[config.mk]
export PLATFORM = sky130hd
export DESIGN_NAME = alu_exec_stage_flat
export DESIGN_NICKNAME = d
export VERILOG_FILES = /design/src/rtl/alu_exec_stage_if.sv /design/src/rtl/alu_exec_stage.sv /design/src/flat_wrapper.sv
export SDC_FILE = /design/constraint.sdc
export NUM_CORES = 1
export LEC_CHECK = 0
export CAP_MARGIN = 10
export CELL_PAD_IN_SITES_DETAIL_PLACEMENT = 0
export CELL_PAD_IN_SITES_GLOBAL_PLACEMENT = 1
export CORE_AREA = 5 5 203 205
export CTS_CLUSTER_DIAMETER = 200
export DETAILED_ROUTE_END_ITERATION = 12
export DIE_AREA = 0 0 208 210
export PLACE_DENSITY_LB_ADDON = 0.05
export SKIP_LAST_GASP = 1
export SLEW_MARGIN = 20
export SYNTH_ARGS = -nofsm -noshare
export SYNTH_HDL_FRONTEND = slang
export SYNTH_SLANG_ARGS = --single-unit
[constraint.sdc]
create_clock -name clk -period 4.06 [get_ports clk]
set_input_delay 1.015 -clock clk [delete_from_list [all_inputs] [get_ports clk]]
set_output_delay 1.015 -clock clk [all_outputs]
set_load 0.03 [all_outputs]
[src/rtl/alu_exec_stage_if.sv]
// Handshake bundle for alu_exec_stage: upstream op channel plus downstream
// result channel. With ALU_EXEC_FLAGS_EN defined, out_flags {N,Z,C,V} is added.
interface alu_exec_stage_if #(
  parameter int unsigned TAG_W = 4
);
  logic             in_valid;
  logic             in_ready;
  logic [3:0]       in_op;
  logic [31:0]      in_a;
  logic [31:0]      in_b;
  logic [TAG_W-1:0] in_tag;

  logic             out_valid;
  logic             out_ready;
  logic [31:0]      out_result;
  logic [TAG_W-1:0] out_tag;
  logic             out_illegal;
`ifdef ALU_EXEC_FLAGS_EN
  logic [3:0]       out_flags;
`endif

`ifdef ALU_EXEC_FLAGS_EN
  modport master (
    output in_valid, in_op, in_a, in_b, in_tag, out_ready,
    input  in_ready, out_valid, out_result, out_tag, out_illegal, out_flags
  );
  modport slave (
    input  in_valid, in_op, in_a, in_b, in_tag, out_ready,
    output in_ready, out_valid, out_result, out_tag, out_illegal, out_flags
  );
`else
  modport master (
    output in_valid, in_op, in_a, in_b, in_tag, out_ready,
    input  in_ready, out_valid, out_result, out_tag, out_illegal
  );
  modport slave (
    input  in_valid, in_op, in_a, in_b, in_tag, out_ready,
    output in_ready, out_valid, out_result, out_tag, out_illegal
  );
`endif
endinterface

[src/rtl/alu_exec_stage.sv]
// alu_exec_stage: registered ALU execute stage with a 1-entry skid buffer.
// Results are computed before registering, so the skid entry and the output
// register always hold finished results. in_ready comes straight from a flop.
// Optional feature macro: ALU_EXEC_FLAGS_EN adds out_flags = {N, Z, C, V}.
module alu_exec_stage #(
  parameter int unsigned      TAG_W     = 4,
  parameter logic [TAG_W-1:0] RESET_TAG = '0
) (
  input logic             clk,
  input logic             rst_n,
  alu_exec_stage_if.slave alu
);

  typedef enum logic [3:0] {
    OP_ADD  = 4'd0,
    OP_SUB  = 4'd1,
    OP_AND  = 4'd2,
    OP_OR   = 4'd3,
    OP_XOR  = 4'd4,
    OP_SLL  = 4'd5,
    OP_SRL  = 4'd6,
    OP_SRA  = 4'd7,
    OP_SLT  = 4'd8,
    OP_SLTU = 4'd9
  } op_e;

  typedef enum logic {
    SKID_EMPTY = 1'b0,
    SKID_FULL  = 1'b1
  } skid_e;

  typedef struct packed {
`ifdef ALU_EXEC_FLAGS_EN
    logic [3:0]       flags;
`endif
    logic             illegal;
    logic [TAG_W-1:0] tag;
    logic [31:0]      result;
  } payload_t;

`ifdef ALU_EXEC_FLAGS_EN
  localparam int unsigned SUM_W = 33;
`else
  localparam int unsigned SUM_W = 32;
`endif

  // ---------------------------------------------------------------------------
  // Compute on the incoming operation
  // ---------------------------------------------------------------------------
  logic [SUM_W-1:0] w_sum;
  logic [SUM_W-1:0] w_diff;
  logic             w_big_shamt;
  logic [31:0]      w_sra;
  logic [31:0]      w_res;
  logic             w_ill;
  payload_t         w_new;
  payload_t         w_reset_payload;

  // SUB is formed as a + ~b + 1 so the top bit doubles as the not-borrow flag
  assign w_sum       = SUM_W'(alu.in_a) + SUM_W'(alu.in_b);
  assign w_diff      = SUM_W'(alu.in_a) + SUM_W'(~alu.in_b) + SUM_W'(1);
  assign w_big_shamt = |alu.in_b[31:5];
  assign w_sra       = $signed(alu.in_a) >>> alu.in_b[4:0];

  // Result select; shift amounts of 32 or more saturate
  always_comb begin
    w_res = '0;
    w_ill = 1'b0;
    case (op_e'(alu.in_op))
      OP_ADD:  w_res = w_sum[31:0];
      OP_SUB:  w_res = w_diff[31:0];
      OP_AND:  w_res = alu.in_a & alu.in_b;
      OP_OR:   w_res = alu.in_a | alu.in_b;
      OP_XOR:  w_res = alu.in_a ^ alu.in_b;
      OP_SLL:  w_res = w_big_shamt ? '0 : (alu.in_a << alu.in_b[4:0]);
      OP_SRL:  w_res = w_big_shamt ? '0 : (alu.in_a >> alu.in_b[4:0]);
      OP_SRA:  w_res = w_big_shamt ? {32{alu.in_a[31]}} : w_sra;
      OP_SLT:  w_res = {31'd0, ($signed(alu.in_a) < $signed(alu.in_b))};
      OP_SLTU: w_res = {31'd0, (alu.in_a < alu.in_b)};
      default: w_ill = 1'b1;
    endcase
  end

`ifdef ALU_EXEC_FLAGS_EN
  logic       w_c;
  logic       w_v;
  logic [3:0] w_flags;

  // Carry / overflow only meaningful for ADD and SUB
  always_comb begin
    w_c = 1'b0;
    w_v = 1'b0;
    case (op_e'(alu.in_op))
      OP_ADD: begin
        w_c = w_sum[32];
        w_v = (alu.in_a[31] == alu.in_b[31]) && (w_sum[31] != alu.in_a[31]);
      end
      OP_SUB: begin
        w_c = w_diff[32];
        w_v = (alu.in_a[31] != alu.in_b[31]) && (w_diff[31] != alu.in_a[31]);
      end
      default: ;
    endcase
  end

  assign w_flags = {w_res[31], (w_res == '0), w_c, w_v};
`endif

  // Pack the finished result for the skid / output registers
  always_comb begin
    w_new         = '0;
    w_new.result  = w_res;
    w_new.tag     = alu.in_tag;
    w_new.illegal = w_ill;
`ifdef ALU_EXEC_FLAGS_EN
    w_new.flags   = w_flags;
`endif
  end

  // Output register contents after reset
  always_comb begin
    w_reset_payload     = '0;
    w_reset_payload.tag = RESET_TAG;
  end

  // ---------------------------------------------------------------------------
  // Handshake and storage
  // ---------------------------------------------------------------------------
  skid_e    r_skid_state;
  skid_e    w_skid_next;
  payload_t r_skid;
  payload_t r_out;
  logic     r_out_valid;
  logic     r_in_ready;
  logic     w_accept;
  logic     w_out_load;

  assign w_accept   = alu.in_valid & r_in_ready;
  assign w_out_load = ~r_out_valid | alu.out_ready;

  // Skid occupancy register
  always_ff @(posedge clk) begin
    if (!rst_n) r_skid_state <= SKID_EMPTY;
    else        r_skid_state <= w_skid_next;
  end

  // Skid fills on an accept into a stalled output, empties on the next load
  always_comb begin
    w_skid_next = r_skid_state;
    case (r_skid_state)
      SKID_EMPTY: if (w_accept && !w_out_load) w_skid_next = SKID_FULL;
      SKID_FULL:  if (w_out_load)              w_skid_next = SKID_EMPTY;
    endcase
  end

  // in_ready registered from next skid occupancy, keeping out_ready off the path
  always_ff @(posedge clk) begin
    if (!rst_n) r_in_ready <= 1'b1;
    else        r_in_ready <= (w_skid_next == SKID_EMPTY);
  end

  // Skid data captures an accepted result that cannot enter the output register
  always_ff @(posedge clk) begin
    if (!rst_n)                       r_skid <= '0;
    else if (w_accept && !w_out_load) r_skid <= w_new;
  end

  // Output register: skid entry has priority to preserve FIFO order
  always_ff @(posedge clk) begin
    if (!rst_n) begin
      r_out_valid <= 1'b0;
      r_out       <= w_reset_payload;
    end else if (w_out_load) begin
      if (r_skid_state == SKID_FULL) begin
        r_out_valid <= 1'b1;
        r_out       <= r_skid;
      end else if (w_accept) begin
        r_out_valid <= 1'b1;
        r_out       <= w_new;
      end else begin
        r_out_valid <= 1'b0;
      end
    end
  end

  assign alu.in_ready    = r_in_ready;
  assign alu.out_valid   = r_out_valid;
  assign alu.out_result  = r_out.result;
  assign alu.out_tag     = r_out.tag;
  assign alu.out_illegal = r_out.illegal;
`ifdef ALU_EXEC_FLAGS_EN
  assign alu.out_flags   = r_out.flags;
`endif

endmodule
[src/flat_wrapper.sv]
// flat-port wrapper written by rule: the top's interface ports become plain ports
module alu_exec_stage_flat 
#(
  parameter int unsigned      TAG_W     = 4,
  parameter logic [TAG_W-1:0] RESET_TAG = '0
)
  (clk, rst_n, alu_in_valid, alu_in_op, alu_in_a, alu_in_b, alu_in_tag, alu_out_ready, alu_in_ready, alu_out_valid, alu_out_result, alu_out_tag, alu_out_illegal);
  alu_exec_stage_if #(.TAG_W(TAG_W)) alu_i ();
  input logic clk;
  input logic rst_n;
  input wire logic [$bits(alu_i.in_valid)-1:0] alu_in_valid;
  input wire logic [$bits(alu_i.in_op)-1:0] alu_in_op;
  input wire logic [$bits(alu_i.in_a)-1:0] alu_in_a;
  input wire logic [$bits(alu_i.in_b)-1:0] alu_in_b;
  input wire logic [$bits(alu_i.in_tag)-1:0] alu_in_tag;
  input wire logic [$bits(alu_i.out_ready)-1:0] alu_out_ready;
  output wire logic [$bits(alu_i.in_ready)-1:0] alu_in_ready;
  output wire logic [$bits(alu_i.out_valid)-1:0] alu_out_valid;
  output wire logic [$bits(alu_i.out_result)-1:0] alu_out_result;
  output wire logic [$bits(alu_i.out_tag)-1:0] alu_out_tag;
  output wire logic [$bits(alu_i.out_illegal)-1:0] alu_out_illegal;
  assign alu_i.in_valid = alu_in_valid;
  assign alu_i.in_op = alu_in_op;
  assign alu_i.in_a = alu_in_a;
  assign alu_i.in_b = alu_in_b;
  assign alu_i.in_tag = alu_in_tag;
  assign alu_i.out_ready = alu_out_ready;
  assign alu_in_ready = alu_i.in_ready;
  assign alu_out_valid = alu_i.out_valid;
  assign alu_out_result = alu_i.out_result;
  assign alu_out_tag = alu_i.out_tag;
  assign alu_out_illegal = alu_i.out_illegal;
  alu_exec_stage #(.TAG_W(TAG_W), .RESET_TAG(RESET_TAG)) u_core (.clk(clk), .rst_n(rst_n), .alu(alu_i));
endmodule
==> flow_summary.json <==
{
  "cp.arrival_ns": 4.19,
  "core-area_um2": 39300,
  "clockBufferDepth": 2,
  "synth-seq-area-share": 0.133,
  "powerDensity_nw_per_um2": 223,
  "yosys_warnings": 0,
  "min_from": "u_core.r_skid[33]",
  "overflow": 0,
  "portBuffers": 114,
  "peakVddDrop_v": 0.000211,
  "io_pins": 115,
  "grt_use_total": 0.276,
  "wl_per_cell_um": 24.9,
  "die_width_um": 208,
  "seqPwrFrac": 0.211,
  "r2r_cells": 6,
  "wirelength_um": 63100,
  "relSlewSlack": 0.418,
  "layout_min_cycle_time_ns": 4.00,
  "grt_max_degree": 65,
  "dr.pass1.iters": 7,
  "synth_nets": 1725,
  "finalSetupViolCount": 0,
  "reg2reg_slack_ns": 1.90,
  "ys_ff_latch": 77,
  "die_y_um": 210,
  "fill_cells": 4095,
  "syn_to_final_growth_pct": 48.9,
  "whs_endpoint": "u_core.r_skid[33]",
  "drt_iter0_drc": 1147,
  "clk_pin_slew_ns": 0.06,
  "vias_per_cell": 5.55,
  "swShare": 0.396,
  "maxCapViolCount": 0,
  "gp_congestion": 0.978,
  "syn_inst": 1547,
  "r2r-end": "u_core.alu.out_result[0]",
  "antenna_found_initial": 1,
  "grt_pass1_vias": 13900,
  "clock_latency_ns": 0.33,
  "start_util": 0.295,
  "skew_ns": 0.00840,
  "rsz0062_at_grt": "true",
  "synth_compound_area_frac": 0.313,
  "clock-root-buffer": "clkbuf_16",
  "synth_edf_count": 0,
  "cts.sinks": 77,
  "drc_errors": 0,
  "critPathRequiredTime_ns": 4.25,
  "cts_buffers": 9,
  "place_inst": 2512,
  "hp-class": "flip-flop to flip-flop",
  "switchingPower_mw": 1.53,
  "cts_tree": "built",
  "r2r_start": "u_core.r_skid_state",
  "synth_area_per_cell_um2": 7.50,
  "num-nets-final": 2184,
  "postCtsHoldBufs": 0,
  "cp-start-kind": "input pin",
  "fin_cells": 2536,
  "power.leakage_nw": 7.31,
  "setup_slack_ns": 0.0631,
  "grt_pass1_wl_um": 92000,
  "final_util": 0.440,
  "fin_crit_sh": 0.984,
  "synth_cell_type_count": 93,
  "synth_fa_ha_area_frac": 0.111,
  "end_kind": "flip-flop",
  "tns_ns": 0,
  "cts-htree-levels": 3,
  "muxShareOfSynthArea": 0.154,
  "antennaDiodeCount": 0,
  "dpl.hpwl_um": 51500,
  "ys.flop_type": "dfxtp_1",
  "yosys.area_share.simple": 0.190,
  "status": "complete, no violations",
  "pwr-share-clk": 0.226,
  "postSynth.asyncResetShare": 0,
  "min_delay_path_depth": 2,
  "hold_viol": 0,
  "criticalPathCategory": "input pin to flip-flop",
  "rows": 73,
  "dr_total_vias": 14100,
  "fmax_ghz": 0.250,
  "synth_top_family_by_area": "compound AO/OA/AOI/OAI gates",
  "fp.dieArea_um2": 43700,
  "preCtsSetupSlack_ns": -0.927,
  "p_int_mw": 2.33,
  "synth-xor-area-share": 0.0174,
  "path_max_fanout": 2,
  "route.antenna.remaining_nets": 0,
  "combPwrFrac": 0.563,
  "drive_gt1_frac": 0.338,
  "final-max-slew-violation-count": 0,
  "tightest_slew_ns": 0.865,
  "netlist_area_um2": 11600
}
[layout by cell type, fill, tap and decap left out, types with 46 or more instances in the layout]
cell | Yosys | layout
buf_4 | 7 | 458
inv_1 | 87 | 84
mux4_2 | 62 | 62
ha_1 | 100 | 87
a21oi_1 | 148 | 132
nor2_1 | 190 | 190
nand3_1 | 48 | 46
o21ai_0 | 78 | 74
clkdlybuf4s50_1 | 0 | 98
dfxtp_1 | 77 | 77
nand2_1 | 100 | 100
[worst max path at each step]
stage,startpoint,to,slack [ns],cells past startpoint
2_1_floorplan,alu_in_b[2],u_core.alu.out_result[28],0.003,16
3_3_place_gp,alu_in_a[0],u_core.alu.out_result[30],-0.87,16
3_5_place_dp,alu_in_a[0],u_core.alu.out_result[30],-0.93,16
4_1_cts,alu_in_a[0],u_core.alu.out_result[0],-0.03,17
5_1_grt,alu_in_a[15],u_core.alu.out_result[0],-0.05,17
6_report,alu_in_b[9],u_core.alu.out_result[29],0.06,14
[synth_stat cells (17+ instances only)]
master,n,area [µm²]
nor2_1,190,713
ha_1,100,1250
o21ai_1,32,160
nand2_1,100,375
nor4_1,21,131
mux4_2,62,1400
nand3_1,48,240
a21oi_1,148,741
a22oi_1,21,158
o31ai_1,17,128
a211oi_1,35,263
o21ai_0,78,390
buf_2,24,120
mux2i_1,34,340
clkbuf_1,84,315
nor3_1,47,235
inv_1,87,327
o211ai_1,33,248
dfxtp_1,77,1540
xnor2_1,18,158
[metrics by stage]
stage          total power [mW]  cell area, µm²  hold slack (ns)
2_1_floorplan              1.83           11600            0.436
3_3_place_gp               2.87           16300            0.441
3_5_place_dp               2.87           16300            0.448
4_1_cts                    3.79           16900            0.456
5_1_grt                    4.05           17300            0.471
6_report                   3.86           17300            0.452
[flip-flops by register name, summed over array words and instances (netlist names)]
name                    cells
u_core.alu.in_ready         1
u_core.alu.out_illegal      1
u_core.alu.out_result      32
u_core.alu.out_tag          4
u_core.alu.out_valid        1
u_core.r_skid              37
u_core.r_skid_state         1
[repair_timing]
| action | in CTS | in global routing |
|---|---|---|
| buffers inserted | 5 | 3 |
| endpoints found under the hold margin | 0 | 0 |
| endpoints found under the setup margin | 29 | 42 |
| gates resized for setup | 42 | 75 |
| pin swaps | 17 | 41 |
[worst max-delay path, stage by stage]
cell and delay, ns:
clkdlybuf4s50_1 0.42, buf_4 0.14, ha_1 0.21, a21o_1 0.18, a221o_1 0.36, a211oi_2 0.22, a211oi_2 0.15, buf_4 0.16
o31a_1 0.29, o21a_1 0.19, o32ai_2 0.27, mux2_4 0.34, a21oi_4 0.14, o221ai_2 0.10
[power by group through the flow]
stage | Clock, mW | Combinational, mW | Sequential [mW]
global route | 0.921 | 2.31 | 0.818
detailed placement | 0 | 2.04 | 0.831
global placement | 0 | 2.04 | 0.830
finish | 0.873 | 2.17 | 0.813
floorplan | 0 | 0.957 | 0.874
CTS | 0.895 | 2.08 | 0.814
[routing by layer]
layer / track usage / share of wire
met1: 0.357 / 0.42
met2: 0.464 / 0.47
met3: 0.0369 / 0.055
met4: 0.121 / 0.051
met5: 0 / 0.00021
[cell families (layout without fill, tap and decap cells)]
logic type / after synthesis / count (layout)
multiplexers: 100 / 100
AND/OR/NAND/NOR: 478 / 478
adder cells (fa/ha/maj): 102 / 102
buffers and inverters: 229 / 693
flip-flops: 77 / 77
AO/OA/AOI/OAI: 538 / 538
XOR/XNOR: 23 / 23
[area by class of cell]
type / instances / area [µm²] / share of cell area
clock buffers: 11 / 243 / 0.0140
clock inverters: 5 / 82.6 / 0.00478
inverters: 100 / 375 / 0.0217
multi-input cells: 1241 / 9710 / 0.562
flip-flops and latches: 77 / 1540 / 0.0892
well taps: 525 / 657 / 0.0380
repair buffers: 577 / 4670 / 0.270
Note: power is estimated with default switching activity, not from simulation.
